$ cat src/rtl/mult_seq_param_pkg.sv
// Shared types and helpers for the sequential shift-add multiplier.
package mult_seq_param_pkg;

  typedef enum logic [1:0] {
    S_IDLE = 2'd0,
    S_RUN  = 2'd1,
    S_FIX  = 2'd2,
    S_DONE = 2'd3
  } state_t;

  localparam int STATE_W = 2;

  function automatic int clog2(input int n);
    int r;
    r = 0;
    while ((1 << r) < n) r++;
    return r;
  endfunction

  // The hold counter needs at least one bit even when DONE_HOLD is 1.
  function automatic int hold_cnt_width(input int n);
    return (clog2(n) < 1) ? 1 : clog2(n);
  endfunction

endpackage

$ cat src/rtl/mult_seq_param_if.sv
// Bus-side handshake and operand/result signals of the multiplier.
interface mult_seq_param_if #(
  parameter int WIDTH = 16
);
  logic               init;
  logic               ack;
  logic               signed_mode;
  logic [WIDTH-1:0]   op_A;
  logic [WIDTH-1:0]   op_B;
  logic               busy;
  logic               done;
  logic [2*WIDTH-1:0] result;

  modport master (
    output init, ack, signed_mode, op_A, op_B,
    input  busy, done, result
  );

  modport slave (
    input  init, ack, signed_mode, op_A, op_B,
    output busy, done, result
  );
endinterface

$ cat src/rtl/mult_seq_param_abs.sv
// Operand magnitude: two's-complement absolute value in signed mode, pass-through otherwise.
module mult_seq_param_abs #(
  parameter int WIDTH = 16
) (
  input  logic [WIDTH-1:0] val,
  input  logic             signed_mode,
  output logic [WIDTH-1:0] mag
);
  // The most negative value maps onto itself, which is its correct unsigned magnitude.
  assign mag = (signed_mode && val[WIDTH-1]) ? (~val + WIDTH'(1)) : val;
endmodule

$ cat src/rtl/mult_seq_param.sv
// WIDTH-generic shift-add multiplier with signed mode, early exit on an exhausted
// multiplier and a done flag released by ack or after DONE_HOLD cycles.
module mult_seq_param
  import mult_seq_param_pkg::*;
#(
  parameter int WIDTH     = 16,
  parameter int DONE_HOLD = 32
) (
  input  logic            clk,
  input  logic            reset,
  mult_seq_param_if.slave bus
);

  localparam int            CW        = hold_cnt_width(DONE_HOLD);
  localparam logic [CW-1:0] HOLD_LAST = CW'(DONE_HOLD - 1);

  state_t               state_q, state_d;
  logic [2*WIDTH-1:0]   a_q, a_d;
  logic [WIDTH-1:0]     b_q, b_d;
  logic [2*WIDTH-1:0]   acc_q, acc_d;
  logic [2*WIDTH-1:0]   result_q, result_d;
  logic                 neg_q, neg_d;
  logic [CW-1:0]        cnt_q, cnt_d;
  logic                 done_q, done_d;
  logic                 busy_q, busy_d;

  logic [WIDTH-1:0] op_in  [2];
  logic [WIDTH-1:0] op_mag [2];

  assign op_in[0] = bus.op_A;
  assign op_in[1] = bus.op_B;

  genvar gi;
  generate
    for (gi = 0; gi < 2; gi++) begin : g_abs
      mult_seq_param_abs #(.WIDTH(WIDTH)) u_abs (
        .val         (op_in[gi]),
        .signed_mode (bus.signed_mode),
        .mag         (op_mag[gi])
      );
    end
  endgenerate

  always_comb begin
    state_d  = state_q;
    a_d      = a_q;
    b_d      = b_q;
    acc_d    = acc_q;
    result_d = result_q;
    neg_d    = neg_q;
    cnt_d    = cnt_q;
    case (state_q)
      S_IDLE: begin
        if (bus.init) begin
          a_d      = {{WIDTH{1'b0}}, op_mag[0]};
          b_d      = op_mag[1];
          acc_d    = '0;
          result_d = '0;
          neg_d    = bus.signed_mode & (bus.op_A[WIDTH-1] ^ bus.op_B[WIDTH-1]);
          state_d  = S_RUN;
        end
      end
      S_RUN: begin
        // Stop as soon as no multiplier bits remain; short operands finish early.
        if (b_q == '0) begin
          state_d = S_FIX;
        end else begin
          acc_d = acc_q + (b_q[0] ? a_q : '0);
          a_d   = a_q << 1;
          b_d   = b_q >> 1;
        end
      end
      S_FIX: begin
        result_d = neg_q ? (~acc_q + (2*WIDTH)'(1)) : acc_q;
        cnt_d    = '0;
        state_d  = S_DONE;
      end
      S_DONE: begin
        cnt_d = cnt_q + CW'(1);
        if (bus.ack || (cnt_q == HOLD_LAST)) begin
          state_d = S_IDLE;
        end
      end
      default: state_d = S_IDLE;
    endcase
  end

  always_comb begin
    done_d = (state_d == S_DONE);
    busy_d = (state_d == S_RUN) || (state_d == S_FIX);
  end

  always_ff @(posedge clk) begin
    if (!reset) begin
      state_q  <= S_IDLE;
      a_q      <= '0;
      b_q      <= '0;
      acc_q    <= '0;
      result_q <= '0;
      neg_q    <= 1'b0;
      cnt_q    <= '0;
    end else begin
      state_q  <= state_d;
      a_q      <= a_d;
      b_q      <= b_d;
      acc_q    <= acc_d;
      result_q <= result_d;
      neg_q    <= neg_d;
      cnt_q    <= cnt_d;
    end
  end

  always_ff @(posedge clk) begin
    if (!reset) begin
      done_q <= 1'b0;
      busy_q <= 1'b0;
    end else begin
      done_q <= done_d;
      busy_q <= busy_d;
    end
  end

  assign bus.busy   = busy_q;
  assign bus.done   = done_q;
  assign bus.result = result_q;

endmodule

$ cat src/flat_wrapper.sv
// flat-port wrapper written by rule: the top's interface ports become plain ports
module mult_seq_param_flat import mult_seq_param_pkg::*;
#(
  parameter int WIDTH     = 16,
  parameter int DONE_HOLD = 32
)
  (clk, reset, bus_init, bus_ack, bus_signed_mode, bus_op_A, bus_op_B, bus_busy, bus_done, bus_result);
  mult_seq_param_if #(.WIDTH(WIDTH)) bus_i ();
  input  logic clk;
  input  logic reset;
  input wire logic [$bits(bus_i.init)-1:0] bus_init;
  input wire logic [$bits(bus_i.ack)-1:0] bus_ack;
  input wire logic [$bits(bus_i.signed_mode)-1:0] bus_signed_mode;
  input wire logic [$bits(bus_i.op_A)-1:0] bus_op_A;
  input wire logic [$bits(bus_i.op_B)-1:0] bus_op_B;
  output wire logic [$bits(bus_i.busy)-1:0] bus_busy;
  output wire logic [$bits(bus_i.done)-1:0] bus_done;
  output wire logic [$bits(bus_i.result)-1:0] bus_result;
  assign bus_i.init = bus_init;
  assign bus_i.ack = bus_ack;
  assign bus_i.signed_mode = bus_signed_mode;
  assign bus_i.op_A = bus_op_A;
  assign bus_i.op_B = bus_op_B;
  assign bus_busy = bus_i.busy;
  assign bus_done = bus_i.done;
  assign bus_result = bus_i.result;
  mult_seq_param #(.WIDTH(WIDTH), .DONE_HOLD(DONE_HOLD)) u_core (.clk(clk), .reset(reset), .bus(bus_i));
endmodule
$ cat config.mk
export PLATFORM = sky130hd
export DESIGN_NAME = mult_seq_param_flat
export DESIGN_NICKNAME = d
export VERILOG_FILES = /design/src/rtl/mult_seq_param_pkg.sv /design/src/rtl/mult_seq_param_if.sv /design/src/rtl/mult_seq_param_abs.sv /design/src/rtl/mult_seq_param.sv /design/src/flat_wrapper.sv
export SDC_FILE = /design/constraint.sdc
export NUM_CORES = 1
export LEC_CHECK = 0
export CORE_MARGIN = 4
export CORE_UTILIZATION = 58
export DETAILED_ROUTE_END_ITERATION = 8
export HOLD_SLACK_MARGIN = 0.06
export PLACE_DENSITY = 0.81
export SYNTH_ARGS = -nofsm -noshare
export SYNTH_HDL_FRONTEND = slang
export SYNTH_SLANG_ARGS = --single-unit
$ cat constraint.sdc
create_clock -name clk -period 3.2 [get_ports clk]
set_input_delay 0.96 -clock clk [delete_from_list [all_inputs] [get_ports clk]]
set_output_delay 0.96 -clock clk [all_outputs]
set_load 0.03 [all_outputs]
Yosys cells after proc, flatten, opt, wreduce, memory -nomap -nowiden:

Cells that the tools add are included.

* register bits after elaboration: 122
* bits of input ports: 37
* output and inout port bits: 34
* logic and storage cells: 59

* add/sub/neg operators: 5
* equal/unequal tests: 9
* muxes and demuxes: 19
* bitwise operators: 5
* reductions and logical operators: 12

Operator list (count)
* $mux W32: 6
* $pmux W32 S2: 3
* $mux W16: 4
* $add A16 B1 Y16 const B: 2
* $add A32 B1 Y32 const B: 1
* $add A32 B32 Y32: 1
* $not A16 Y16: 2
* $not A32 Y32: 1
* $pmux W16 S2: 1
* $logic_not A16 Y1: 1
* $pmux W5 S2: 1
* $eq A2 B2 Y1 const B: 4
* $pmux W2 S4: 1
* $mux W2: 3
* $reduce_bool A2 Y1: 3
* $add A5 B1 Y5 const B: 1
* $eq A5 B5 Y1 const B: 1
* $eq A2 B1 Y1 const B: 2
* $ne A2 B2 Y1 const B: 2
* $reduce_and A2 Y1: 2
* $reduce_and A3 Y1: 1
* $logic_and A1 B1 Y1: 2
* $logic_not A2 Y1: 1
* $logic_or A1 B1 Y1: 2
* other kinds (2): 2

Depth between registers and ports, before layout:

* depth in word-level cells: 6
* mapped depth: 13
* mapped depth without buffers: 12

Cells and area by module:

A second synthesis with hierarchy kept.

* cell total of the unflattened synthesis: 988
* area total of the unflattened synthesis: 8104.0 um2

By module, submodules not included
* mult_seq_param: instances 1, cells each 872, area an instance 7203.2 um2, sequential area each 2442.3 um2
* mult_seq_param_abs: instances 2, cells each 58, area an instance 450.4 um2, sequential area each 0.0 um2

Worst setup path before layout:

OpenSTA, ideal clock, no wires.

* path type: reg2reg
* start point: register u_core.b_q[0]
* end point: register u_core.acc_q[28]
* setup time: 0.126 ns
* arrival: 2.826 ns
* setup slack: 0.248 ns
* stages on the path, launching flop included: 14
* buffers on the path: 1
* cells stage by stage: dfxtp_1 clkbuf_1 and2_1 ha_1 inv_1 fa_1 nor2b_1 o211ai_1 a31oi_1 o31a_1 a2111oi_0 o41ai_1 xnor2_1 o21ai_0

* longest elaborated chain between the ends: 4

RTL lines
* start: declaration: line mult_seq_param.sv:19 `logic [WIDTH-1:0] b_q, b_d;`
* start signal: assignment: line mult_seq_param.sv:97 `b_q <= '0;`
* start signal: assignment: line mult_seq_param.sv:105 `b_q <= b_d;`
* $mux W32: line mult_seq_param.sv:68 `acc_d = acc_q + (b_q[0] ? a_q : '0);`
* $add A32 B32 Y32: line mult_seq_param.sv:68
* $mux W32: line mult_seq_param.sv:65 `if (b_q == '0) begin`
* $pmux W32 S2: line mult_seq_param.sv:52 `case (state_q)`
* end signal: assignment: line mult_seq_param.sv:98 `acc_q <= '0;`
* end signal: assignment: line mult_seq_param.sv:106 `acc_q <= acc_d;`
* end: declaration: line mult_seq_param.sv:20 `logic [2*WIDTH-1:0] acc_q, acc_d;`

Parallel ways exist; a longest one is shown, timed or not. The select of a mux whose other input is x is not followed.
A chain may end at the register's enable or synchronous reset.

Worst setup path in the final report:

* start point: register u_core.b_q[0]
* end point: register u_core.acc_q[20]

The elaborated chain is that of the path after synthesis.

==> metrics.cfg <==
[clock_tree]
cts_made_buffers=17
cts_buffer_depth=2
cts_tree=built
clock_sink_count=122
insertion_delay_ns=0.41
postCtsSetupBuffers=0
clk_pin_slew_ns=0.06
h-tree-depth=4
cts_hold_buf=0
cts_resized=0
cts_root_buf=clkbuf_16

[yosys]
syn_nets=1060
yosysSeqAreaShare=0.3247
synthDistinctLibCells=64
synth_top_family_by_area=simple AND/OR/NAND/NOR gates
synthCells=985
synth_compound_area_frac=0.2355
synth_seq_cells=122
syn_avg_cell_area_um2=7.637
post_synth_and_or_nand_nor_area_fraction=0.2452
syn_area_um2=7522
muxShareOfSynthArea=0.006820
synthXorXnorAreaFrac=0.08616
synthFlopType=dfxtp_1
postSynth.asyncResetShare=0
synth-edff-count=0
synth_adder_area_share=0.06420
yosysWarnings=0

[worst_hold_path]
hold_path_depth=2
worstHoldStart=u_core.bus.result[24]
hold_path.class=reg -> reg

[routing]
postRouteAntennaNets=0
dr.pass1.iters=5
drc_errors=0
wire_per_inst_um=15.82
routed_wl_um=19560
drtIter0Drc=498
via_count=7394
vias_per_cell=5.982

[pwr]
leakage_nw=3.448
power_per_cell_area_nw_per_um2=467.6
peakVddDrop_v=0.0003250
power_mw=4.253

[placement]
hpwl_um=14290
dpl-instance-area_um2=8484
dp_worst_setup_slack_ns=0.1408
gp_congestion=0.9703
portBuffers=70

[global_routing]
grt_util_all_layers=0.2624
antenna_found_initial=0
grt_pass1_vias=6741
grt_pass1_wl_um=31950
grt.overflow.total=0
grt_max_degree=65

[sta]
drv_slew=0
tightest_slew_ns=0.7037
fin_crit_ns=3.033
period_share=0.9478
relSlewSlack=0.5302
fin_ws_ns=0.1670
hold_viol=0
fin_skew_ns=0.008165
rsz0062_at_grt=no
finalSetupViolCount=0
fin_tns_setup_ns=0
max_freq_mhz=329.7

[floorplanning]
die_h_um=121.9
die_x_um=121.9
fp.dieArea_um2=14850
start_util=0.5937
core_um2=12670
io_pins=71
rows=41

[final_layout]
stdcell_area_um2=9095
drive_above_1_share=0.08083
fin_nets=1126
n_fill_cell=1050
syn_to_final_growth_pct=20.91
num_antenna_cells=0

[setup_path]
crit_required_ns=3.56
worstPathArrival_ns=3.39
startpoint=u_core.b_q[0]
worstRegToRegCells=12
worstSetupPathType=reg -> reg
rr_startpoint=u_core.b_q[0]
endpoint_kind=flip-flop
crit_path_start_kind=flip-flop
cp_max_fo=4
r2r_slack_ns=0.17

[outcome]
status=finished, final reports clean

[flow_run]
max_cap_violations=0

-- registers in the layout (all words and copies together) (netlist names) --
| signal | count |
|---|---|
| u_core.acc_q | 32 |
| u_core.bus.busy | 1 |
| u_core.a_q | 32 |
| u_core.cnt_q | 5 |
| u_core.b_q | 16 |
| u_core.bus.result | 32 |
| u_core.neg_q | 1 |
| u_core.state_q | 2 |
| u_core.bus.done | 1 |
-- stage by stage --
stage	utilization	instances	hold slack, ns
after CTS	0.7168	1236	0.4506
after global routing	0.7178	1236	0.4595
after floorplan	-	985	0.4400
after detailed placement	0.6696	1204	0.4426
after global placement	0.6696	1204	0.4347
final	0.7178	1236	0.4464
-- report_power, final --
group          switching (mW)  leakage (nW)  internal [mW]
Sequential             0.0660         0.988           1.58
Clock                   0.715         0.274           1.19
Combinational           0.444          2.19          0.255
-- cell usage in the layout (no fill, tap or decap), drive strengths merged, types with 11 or more instances in the layout --
| cell type | n |
|---|---|
| buf | 32 |
| clkdlybuf4s50 | 70 |
| a21o | 12 |
| a21oi | 113 |
| nand2 | 143 |
| o21ai | 69 |
| xnor2 | 38 |
| clkbuf | 19 |
| and2 | 38 |
| xor2 | 36 |
| inv | 21 |
| or3 | 11 |
| nor2 | 60 |
| dfxtp | 122 |
| a22oi | 21 |
| nor3 | 16 |
| nand3 | 60 |
| ha | 37 |
-- synth_stat cells, types with 5 or more instances --
cell type,number,area share
dfxtp_1,122,0.32
nor4_1,9,0.0075
nor2_1,60,0.030
nor3_1,14,0.0093
o21ai_1,16,0.011
o31ai_1,9,0.0090
or4_1,6,0.0060
nand3_1,60,0.040
a22oi_1,21,0.021
and2_1,38,0.032
xnor2_1,38,0.044
nand2b_1,9,0.0075
o211ai_1,6,0.0060
buf_1,5,0.0025
a221oi_1,8,0.0093
o21a_1,7,0.0070
a21oi_1,113,0.075
xor2_1,36,0.042
nand2_1,142,0.071
a21o_1,12,0.012
or3_1,10,0.0083
inv_1,20,0.010
nand4_1,7,0.0058
clkbuf_1,50,0.025
ha_1,37,0.062
o21ai_0,53,0.035
and3_1,7,0.0058
a31oi_1,10,0.0083
o41ai_1,7,0.0082
-- worst paths after layout --
kind,to
setup reg to reg,u_core.acc_q[20]
setup / recovery,u_core.acc_q[20]
hold / removal,u_core.bus.result[24]
hold reg to reg,u_core.bus.result[24]
-- worst max-delay path, cell delays in order, from the launching register on --
cell and delay [ns]:
dfxtp_1 0.38, and2_1 0.16, ha_1 0.17, inv_1 0.06
fa_1 0.40, nor2b_1 0.17, o211ai_1 0.14, a31oi_2 0.31
o211ai_1 0.18, a21oi_1 0.19, nor2_1 0.07, or4b_2 0.64
nand3_1 0.10
-- layout make-up --
| cell class | count | area (um2) | share of cell area |
|---|---|---|---|
| clock buffer | 19 | 452.9 | 0.04980 |
| timing repair buffer | 102 | 940.9 | 0.1035 |
| tap | 172 | 215.2 | 0.02366 |
| multi-input combinational | 788 | 4823 | 0.5303 |
| inverter | 20 | 75.07 | 0.008254 |
| sequential | 122 | 2442 | 0.2685 |
| clock inverter | 13 | 145.1 | 0.01596 |
-- logic make-up (layout without fill, tap and decap cells) --
family	Yosys count	count (layout)
adders and majority gates	38	38
and+or+nand+nor	382	382
muxes	5	5
DFF	122	122
AOI/OAI and AO/OA	289	289
xor gates and xnor gates	74	74
buffers and inverters	75	154
-- per-layer routing --
metal  GRT usage  part of all wire  vias up
met5           0                 0        -
met4      0.1015             0.020        0
met3     0.03853             0.078       39
met2      0.4213              0.46      285
met1      0.3574              0.44     3413
li1            -                 -     3657
Power figures use the tool's default switching activity.
